File: src/rtl/bus_quota_arbiter.sv
// rtl/bus_quota_arbiter.sv - four-master round-robin bus arbiter with hold quota and turnaround gap
//
// Masters request with active-low req_ lines. Ownership moves in circular order
// after the current owner. A one-cycle GAP (all grants high, owner already showing
// the new index) separates owners so the bus mux select settles before the new
// grant is driven. An owner that keeps the bus for HOLD_MAX contended cycles is
// preempted, and preempt pulses for the GAP that follows.

module bus_quota_arbiter #(
  parameter int HOLD_MAX = 16,
  parameter int CNT_W    = 5
) (
  input  logic       clk,
  input  logic       reset,
  input  logic       m0_req_,
  input  logic       m1_req_,
  input  logic       m2_req_,
  input  logic       m3_req_,
  output logic       m0_grnt_,
  output logic       m1_grnt_,
  output logic       m2_grnt_,
  output logic       m3_grnt_,
  output logic [1:0] owner,
  output logic       preempt
);

  typedef enum logic {
    ST_GRANT = 1'b0,
    ST_GAP   = 1'b1
  } state_t;

  // Last contended cycle an owner may keep the bus before it is preempted.
  localparam logic [CNT_W-1:0] HOLD_LAST = CNT_W'(HOLD_MAX - 1);

  state_t           state;
  state_t           state_nxt;
  logic [1:0]       owner_nxt;
  logic [CNT_W-1:0] hold_cnt;
  logic [CNT_W-1:0] hold_cnt_nxt;
  logic             preempt_nxt;

  logic [3:0]       req;
  logic [3:0]       owner_mask;
  logic             owner_req;
  logic             other_req;
  logic [1:0]       next_owner;
  logic [3:0]       grnt_n;

  // First requesting master strictly after o in circular order; o itself if none.
  function automatic logic [1:0] rr_next(input logic [3:0] r, input logic [1:0] o);
    logic [1:0] pick;
    logic       found;
    logic [1:0] cand;
    pick  = o;
    found = 1'b0;
    for (int i = 1; i < 4; i++) begin
      cand = o + 2'(i);
      if (!found && r[cand]) begin
        pick  = cand;
        found = 1'b1;
      end
    end
    return pick;
  endfunction

  // Request decode: active-high view of the request lines split into owner/others.
  always_comb begin
    req        = ~{m3_req_, m2_req_, m1_req_, m0_req_};
    owner_mask = 4'b0001 << owner;
    owner_req  = |(req & owner_mask);
    other_req  = |(req & ~owner_mask);
    next_owner = rr_next(req, owner);
  end

  // Next-state logic: hold, count contention, preempt on quota, hand off on release.
  always_comb begin
    state_nxt    = state;
    owner_nxt    = owner;
    hold_cnt_nxt = hold_cnt;
    preempt_nxt  = 1'b0;
    case (state)
      ST_GRANT: begin
        if (owner_req) begin
          if (other_req && (hold_cnt == HOLD_LAST)) begin
            // Quota used up while someone else waits: force a round-robin handoff.
            owner_nxt    = next_owner;
            state_nxt    = ST_GAP;
            hold_cnt_nxt = '0;
            preempt_nxt  = 1'b1;
          end else if (other_req) begin
            hold_cnt_nxt = hold_cnt + CNT_W'(1);
          end else begin
            // Uncontended cycles do not eat into the quota.
            hold_cnt_nxt = '0;
          end
        end else if (other_req) begin
          // Voluntary release is a plain handoff even if the quota ran out this cycle.
          owner_nxt    = next_owner;
          state_nxt    = ST_GAP;
          hold_cnt_nxt = '0;
        end else begin
          // Idle bus stays parked on the current owner with its grant low.
          hold_cnt_nxt = '0;
        end
      end
      ST_GAP: begin
        // Single turnaround cycle; the new owner is granted regardless of its request.
        state_nxt    = ST_GRANT;
        hold_cnt_nxt = '0;
      end
      default: begin
        state_nxt    = ST_GRANT;
        hold_cnt_nxt = '0;
      end
    endcase
  end

  // State register with synchronous active-high reset to a bus parked on master 0.
  always_ff @(posedge clk) begin
    if (reset) begin
      state    <= ST_GRANT;
      owner    <= 2'd0;
      hold_cnt <= '0;
      preempt  <= 1'b0;
    end else begin
      state    <= state_nxt;
      owner    <= owner_nxt;
      hold_cnt <= hold_cnt_nxt;
      preempt  <= preempt_nxt;
    end
  end

  // Grant decode from registered state: only the owner's grant is low, none during GAP.
  always_comb begin
    grnt_n = 4'b1111;
    if (state == ST_GRANT) begin
      grnt_n = ~(4'b0001 << owner);
    end
    m0_grnt_ = grnt_n[0];
    m1_grnt_ = grnt_n[1];
    m2_grnt_ = grnt_n[2];
    m3_grnt_ = grnt_n[3];
  end

endmodule

File: config.mk
export PLATFORM = sky130hd
export DESIGN_NAME = bus_quota_arbiter
export DESIGN_NICKNAME = d
export VERILOG_FILES = /design/src/rtl/bus_quota_arbiter.sv
export SDC_FILE = /design/constraint.sdc
export NUM_CORES = 1
export LEC_CHECK = 0
export BUFFER_PORTS_ARGS = -buffer_cell sky130_fd_sc_hd__buf_2
export CAP_MARGIN = 10
export CORE_UTILIZATION = 30
export CTS_BUF_LIST = sky130_fd_sc_hd__clkbuf_4
export DETAILED_ROUTE_END_ITERATION = 12
export PLACE_DENSITY_LB_ADDON = 0.12
export SKIP_LAST_GASP = 1
export SLEW_MARGIN = 10
export SYNTH_ARGS = -nofsm -noshare
export SYNTH_HDL_FRONTEND = slang
export SYNTH_SLANG_ARGS = --single-unit
File: constraint.sdc
create_clock -name clk -period 2.1 [get_ports clk]
set_input_delay 0.105 -clock clk [delete_from_list [all_inputs] [get_ports clk]]
set_output_delay 0.105 -clock clk [all_outputs]
set_load 0.03 [all_outputs]
==> impl_metrics.csv, run 1 <==
group,metric,value,unit
route,drt_wl_total,1350,um
route,first_iter_violations,4,
timing,rsz0062_at_grt,"no",
timing,finClkSkew,0.00501,ns
floorplanning,dieArea,0.00241,sq mm
flow_run,maxCapViolations,0,
yosys,netlist_area,666,sq um
route,antenna_left,0,
timing,finalHoldViolCount,0,
power_and_ir_drop,power.density,1210,mW/mm^2
layout,antenna_cells,0,
power_and_ir_drop,leakage,0.000340,uW
clocking,clk_pin_slew,0.05,ns
yosys,synthesis.instances,68,
grt,grt_usage,12.7,%
clocking,hold_buffers,0,
place,gp_routability_congestion,0.812,
floorplanning,num_rows,16,
timing,fmax,517,MHz
timing,slew_headroom,79.7,%
timing,setup_ws,0.167,ns
grt,grt_max_degree,11,
floorplanning,die_h,49.1,um
floorplanning,ioPinCount,13,
route,vias,544,
timing,tightestPinTransition,0.303,ns
clocking,cts.repair.resized,0,
place,dpl.hpwl,1090,um
grt,grt_overflow,0,
grt,grt_antenna_before_repair,0,
clocking,htreeDepth,1,
yosys,synth_cell_types,31,
clocking,clock_sinks,9,
route,post-route-drc-count,0,
route,first_pass_iters,2,
yosys,avgSynthCellArea,9.79,sq um
grt,grt_pass1_wl,2310,um
worst_hold_path,holdCritPathClass,"input port to register",
yosys,syn_nets,81,
place,place_ws,0.171,ns
clocking,cts-root-buf,"clkbuf_4",
floorplanning,core_area,0.00202,sq mm
floorplanning,initial_core_util,32.9,%
clocking,post_cts_buffers,0,
yosys,ys_seq_area_share,27.1,%
timing,post-route-period-util,92.0,%
worst_setup_path,end_kind,"register",
route,vias_per_cell,4.95,
layout,fill_cells,213,
yosys,synth.yosys.warnings,0,
worst_setup_path,crit_required,2.24,ns
worst_setup_path,crit_arrival,2.07,ns
place,placed_area,764,sq um
yosys,ys_seq_elements,9,
power_and_ir_drop,power.total,961,uW
clocking,cts_made_buffers,3,
layout,fin_area,795,sq um
clocking,clk_path_buf_depth,2,
timing,fin_crit,1.93,ns
layout,fin_nets,97,
timing,finalSetupTns,0,ns
layout,drive_gt1_share,31.3,%
place,io_buffers,12,
clocking,cts_tree,"yes",
layout,areaGrowthSynthToFinish,19.4,%
layout,final_cell_mix,"buf_2, ha_1, dfxtp_1",
clocking,worstSkewPairLatency,0.26,ns
floorplanning,die_w,49.1,um
worst_setup_path,critPathLaunchType,"register",
power_and_ir_drop,vdd_drop_max,0.563,mV
grt,grt_pass1_vias,502,
timing,slew_violations,0,
route,wl_per_cell,12.2,um
timing,setup_violations,0,
layout,multi_input_area,459,sq um
worst_setup_path,path_class,"register to register",
worst_setup_path,path_max_fanout,10,
outcome,run_status,"complete, no violations",
layout,regArea,185,sq um
layout,layout_commonest_cell,"buf_2",
==> synthesized netlist by cell type (all sizes together) <==
library cell	count	area share [%]
a41oi	1	4.1
nand4	1	0.94
o21ai	1	0.75
o221ai	1	1.3
dfxtp	9	27
mux2	2	3.4
buf	1	1.7
ha	7	13
xor2	1	1.3
clkbuf	1	0.56
and3	3	2.8
nand2	6	3.4
a211oi	1	1.9
a32oi	1	1.3
xnor2	1	1.3
inv	5	2.8
nor3	1	0.75
a221oi	1	1.3
nor2	6	3.4
nand3	1	0.75
or2	1	0.94
a311oi	1	1.3
nand2b	5	4.7
o211a	1	1.5
mux4	3	11
o22ai	2	1.9
mux2i	1	1.5
o21bai	2	2.3
o21a	1	1.1
==> layer usage <==
layer	vias up	global-route usage (%)	routed length (um)
met4	0	3.92	10
li1	282	-	-
met5	-	0	0
met2	13	16.2	501
met1	247	18.8	757
met3	2	5.30	77
==> final timing paths <==
check / endpoint / slack, ns / start / cells after the start
worst max-delay path: owner[0]$_SDFFE_PP0P_ / 0.17 / owner[0]$_SDFFE_PP0P_ / 6
worst min-delay path: state$_SDFF_PP0_ / 0.06 / reset / 2
worst max register to register: owner[0]$_SDFFE_PP0P_ / 0.17 / owner[0]$_SDFFE_PP0P_ / 6
worst min register to register: hold_cnt[0]$_SDFF_PP0_ / 0.46 / hold_cnt[0]$_SDFF_PP0_ / 1
==> flip-flops by register name (all words and copies together), names as in the netlist <==
register	flops
owner	2
hold_cnt	5
state	1
preempt	1
==> stage by stage <==
step | hold WS [ns] | util [%] | std cells
after floorplan | 0.184 | - | 68
after detailed placement | 0.331 | 37.8 | 106
after global placement | 0.353 | 37.8 | 106
final | 0.0590 | 39.3 | 110
after CTS | 0.0531 | 39.3 | 110
after global routing | 0.0478 | 39.3 | 110
==> where the power goes <==
part	internal, uW	switching [uW]	leakage [uW]
Combinational	245	319	0.000247
Sequential	207	46.0	0.0000743
Clock	85.9	57.4	0.0000184
==> cell families after synthesis <==
kind of cell             count (synthesis)  synth area share (%)
multiplexers                             6                  15.6
flip-flops                               9                  27.1
AO/OA/AOI/OAI                           13                  18.8
adder cells (fa/ha/maj)                  7                  13.2
buffers and inverters                    7                  5.07
XOR/XNOR                                 2                  2.63
AND/OR/NAND/NOR                         24                  17.7
==> cell type report <==
cell class,instances,area share [%]
Multi-Input combinational cell,52,57.8
Sequential cell,9,23.3
Timing Repair Buffer,13,8.50
Tap cell,27,4.25
Clock buffer,4,3.78
Inverter,5,2.36
==> critical path: stages (launching register included) <==
cell,delay (ns)
dfxtp_4,0.42
inv_2,0.08
ha_1,0.34
mux4_2,0.32
nand2b_4,0.16
a211oi_2,0.17
mux2_1,0.33
Power figures use the tool's default switching activity.
==> run 2, diff against run 1 <==
- ABC_AREA: unset -> 1
==> impl_metrics.csv, run 2 <==
group,metric,value,unit
layout,regArea,180,sq um
yosys,synth_top_area_share,26.2,%
worst_setup_path,end_kind,"register",
timing,finClkSkew,0.00756,ns
yosys,ys_seq_area_share,26.2,%
worst_setup_path,cp_slowest_cell,"dfxtp_1",
grt,grt_antenna_before_repair,0,
layout,final_cell_mix,"nand2_1, nor2_1, inv_1, nand3_1, buf_2",
power_and_ir_drop,leakage,0.000433,uW
worst_hold_path,min_to,"owner[0]$_SDFFE_PP0P_",
layout,multi_input_area,453,sq um
worst_setup_path,max_stage_delay,0.46,ns
floorplanning,die_h,49.9,um
place,gp_routability_congestion,0.737,
timing,finalSetupTns,0,ns
yosys,netlist_area,688,sq um
route,vias_per_cell,4.45,
layout,fin_area,817,sq um
worst_setup_path,reg2reg_to,"owner[1]$_SDFFE_PP0P_",
layout,drive_gt1_share,20.8,%
worst_setup_path,path_max_fanout,7,
layout,antenna_cells,0,
worst_setup_path,critPathLaunchType,"register",
floorplanning,core_area,0.00206,sq mm
clocking,cts_tree,"yes",
timing,tightestPinTransition,0.254,ns
worst_setup_path,r2r_slack,0.31,ns
yosys,synth_edf_count,0,
timing,fin_crit,1.79,ns
power_and_ir_drop,vdd_drop_max,0.594,mV
route,post-route-drc-count,0,
grt,grt_max_degree,12,
route,vias,698,
clocking,clk_path_buf_depth,2,
grt,grt_usage,12.5,%
clocking,clock_sinks,9,
yosys,ys_seq_elements,9,
route,drt_wl_total,1430,um
clocking,cts.repair.resized,0,
floorplanning,initial_core_util,33.4,%
route,wl_per_cell,9.11,um
outcome,run_status,"complete, no violations",
worst_hold_path,min_from,"reset",
timing,slew_headroom,83.0,%
timing,rsz0062_at_grt,"no",
timing,finalHoldViolCount,0,
yosys,synth.yosys.warnings,0,
yosys,synthesis.instances,113,
clocking,worstSkewPairLatency,0.26,ns
flow_run,maxCapViolations,0,
layout,layout_commonest_cell,"nand2_1",
route,antenna_left,0,
place,placed_area,790,sq um
grt,grt_overflow,0,
yosys,synth_common_cells,"nand2_1, nor2_1, inv_1, nand3_1, dfxtp_1",
yosys,synth_cell_types,15,
worst_setup_path,crit_path_frequent_cell,"nor2_1",
clocking,cts-root-buf,"clkbuf_4",
yosys,syn_nets,126,
route,first_iter_violations,13,
clocking,clk_pin_slew,0.06,ns
clocking,htreeDepth,1,
timing,slew_violations,0,
floorplanning,die_w,49.9,um
worst_setup_path,critPathBufInv,2,
worst_setup_path,cp_top_family,"simple AND/OR/NAND/NOR gates",
clocking,post_cts_buffers,0,
worst_setup_path,crit_arrival,1.94,ns
yosys,avgSynthCellArea,6.09,sq um
layout,fin_cells,157,
yosys,synth_ff_type,"dfxtp_1",
timing,setup_violations,0,
layout,areaGrowthSynthToFinish,18.7,%
layout,fill_cells,241,
floorplanning,num_rows,16,
worst_setup_path,rr_startpoint,"owner[1]$_SDFFE_PP0P_",
yosys,ys_top_cells_by_area,"dfxtp_1, nand2_1, ha_1",
yosys,synth_top_area_cell,"dfxtp_1",
worst_setup_path,path_class,"register to register",
worst_setup_path,crit_required,2.25,ns
yosys,synth.most_common_cell,"nand2_1",
place,dp.cells,153,
yosys,async_flop_share,0,%
power_and_ir_drop,power.density,1380,mW/mm^2
layout,regMostFlops,"hold_cnt",
layout,largest_reg_flops,5,
layout,top_regs,"hold_cnt: 5 flops, owner: 2 flops",
worst_setup_path,crit_chain,"inv_1, ha_1, inv_1, nand3_1, nand2_2, nand3_1, nand2_1, nor2_1, nor2_1, nor2_1",
route,first_pass_iters,4,
layout,fin_nets,144,
timing,fmax,558,MHz
timing,post-route-period-util,85.3,%
floorplanning,dieArea,0.00249,sq mm
grt,grt_pass1_wl,2370,um
floorplanning,ioPinCount,13,
worst_hold_path,min_path_cells,4,
clocking,hold_buffers,0,
clocking,cts_made_buffers,3,
place,dpl.hpwl,1180,um
worst_setup_path,r2r_cells,10,
place,io_buffers,12,
grt,grt_pass1_vias,610,
worst_hold_path,holdCritPathClass,"input port to register",
[run 2: report_power, final]
| group | leakage [uW] | internal (uW) | switching (uW) |
|---|---|---|---|
| clock | 0.0000177 | 70.0 | 58.9 |
| combinational | 0.000342 | 249 | 516 |
| sequential | 0.0000734 | 202 | 28.2 |
| total | 0.000433 | 521 | 603 |
[run 2: layout make-up]
| type | count | share of cell area [%] |
|---|---|---|
| clock buffer | 3 | 2.76 |
| clock inverter | 1 | 0.613 |
| inverter | 14 | 6.74 |
| multi-input combinational | 90 | 55.4 |
| sequential | 9 | 22.1 |
| tap | 27 | 4.13 |
| timing repair buffer | 13 | 8.27 |
[run 2: metrics by stage]
step | hold WS [ns] | util [%] | setup slack (ns) | power (uW)
2_1_floorplan | 0.260 | - | 0.237 | 828
3_3_place_gp | 0.395 | 38.3 | 0.391 | 1000
3_5_place_dp | 0.391 | 38.3 | 0.343 | 999
4_1_cts | 0.105 | 39.6 | 0.327 | 1140
5_1_grt | 0.129 | 39.6 | 0.138 | 1250
6_report | 0.114 | 39.6 | 0.308 | 1120
[run 2: logic make-up after synthesis]
group	count (synthesis)	share of synthesized area (%)
compound gates	2	1.45
simple gates	80	50.4
flops	9	26.2
buf+inv	14	8.00
xor+xnor	1	1.27
fa+ha+maj	7	12.7
[run 2: layer usage]
layer  vias up  part of all wire (%)  GRT usage, %
met5         -                     0             0
met4         0                   1.0          7.14
met3         2                   2.3          1.85
met2        12                    51          22.1
met1       304                    46          14.2
li1        380                     -             -
[run 2: worst max-delay path by stage]
stage,cells past startpoint,start,to
detailed placement,10,owner[1]$_SDFFE_PP0P_,owner[1]$_SDFFE_PP0P_
CTS,10,owner[1]$_SDFFE_PP0P_,owner[1]$_SDFFE_PP0P_
finish,10,owner[1]$_SDFFE_PP0P_,owner[1]$_SDFFE_PP0P_
global route,11,owner[1]$_SDFFE_PP0P_,owner[0]$_SDFFE_PP0P_
floorplan,10,owner[0]$_SDFFE_PP0P_,owner[1]$_SDFFE_PP0P_
global placement,9,owner[1]$_SDFFE_PP0P_,owner[1]$_SDFFE_PP0P_
[run 2: worst reg2reg max path, stage by stage, from the launching register on]
cell	delay [ns]
dfxtp_1	0.46
inv_1	0.17
ha_1	0.38
inv_1	0.13
nand3_1	0.10
nand2_2	0.13
nand3_1	0.08
nand2_1	0.07
nor2_1	0.04
nor2_1	0.08
nor2_1	0.04
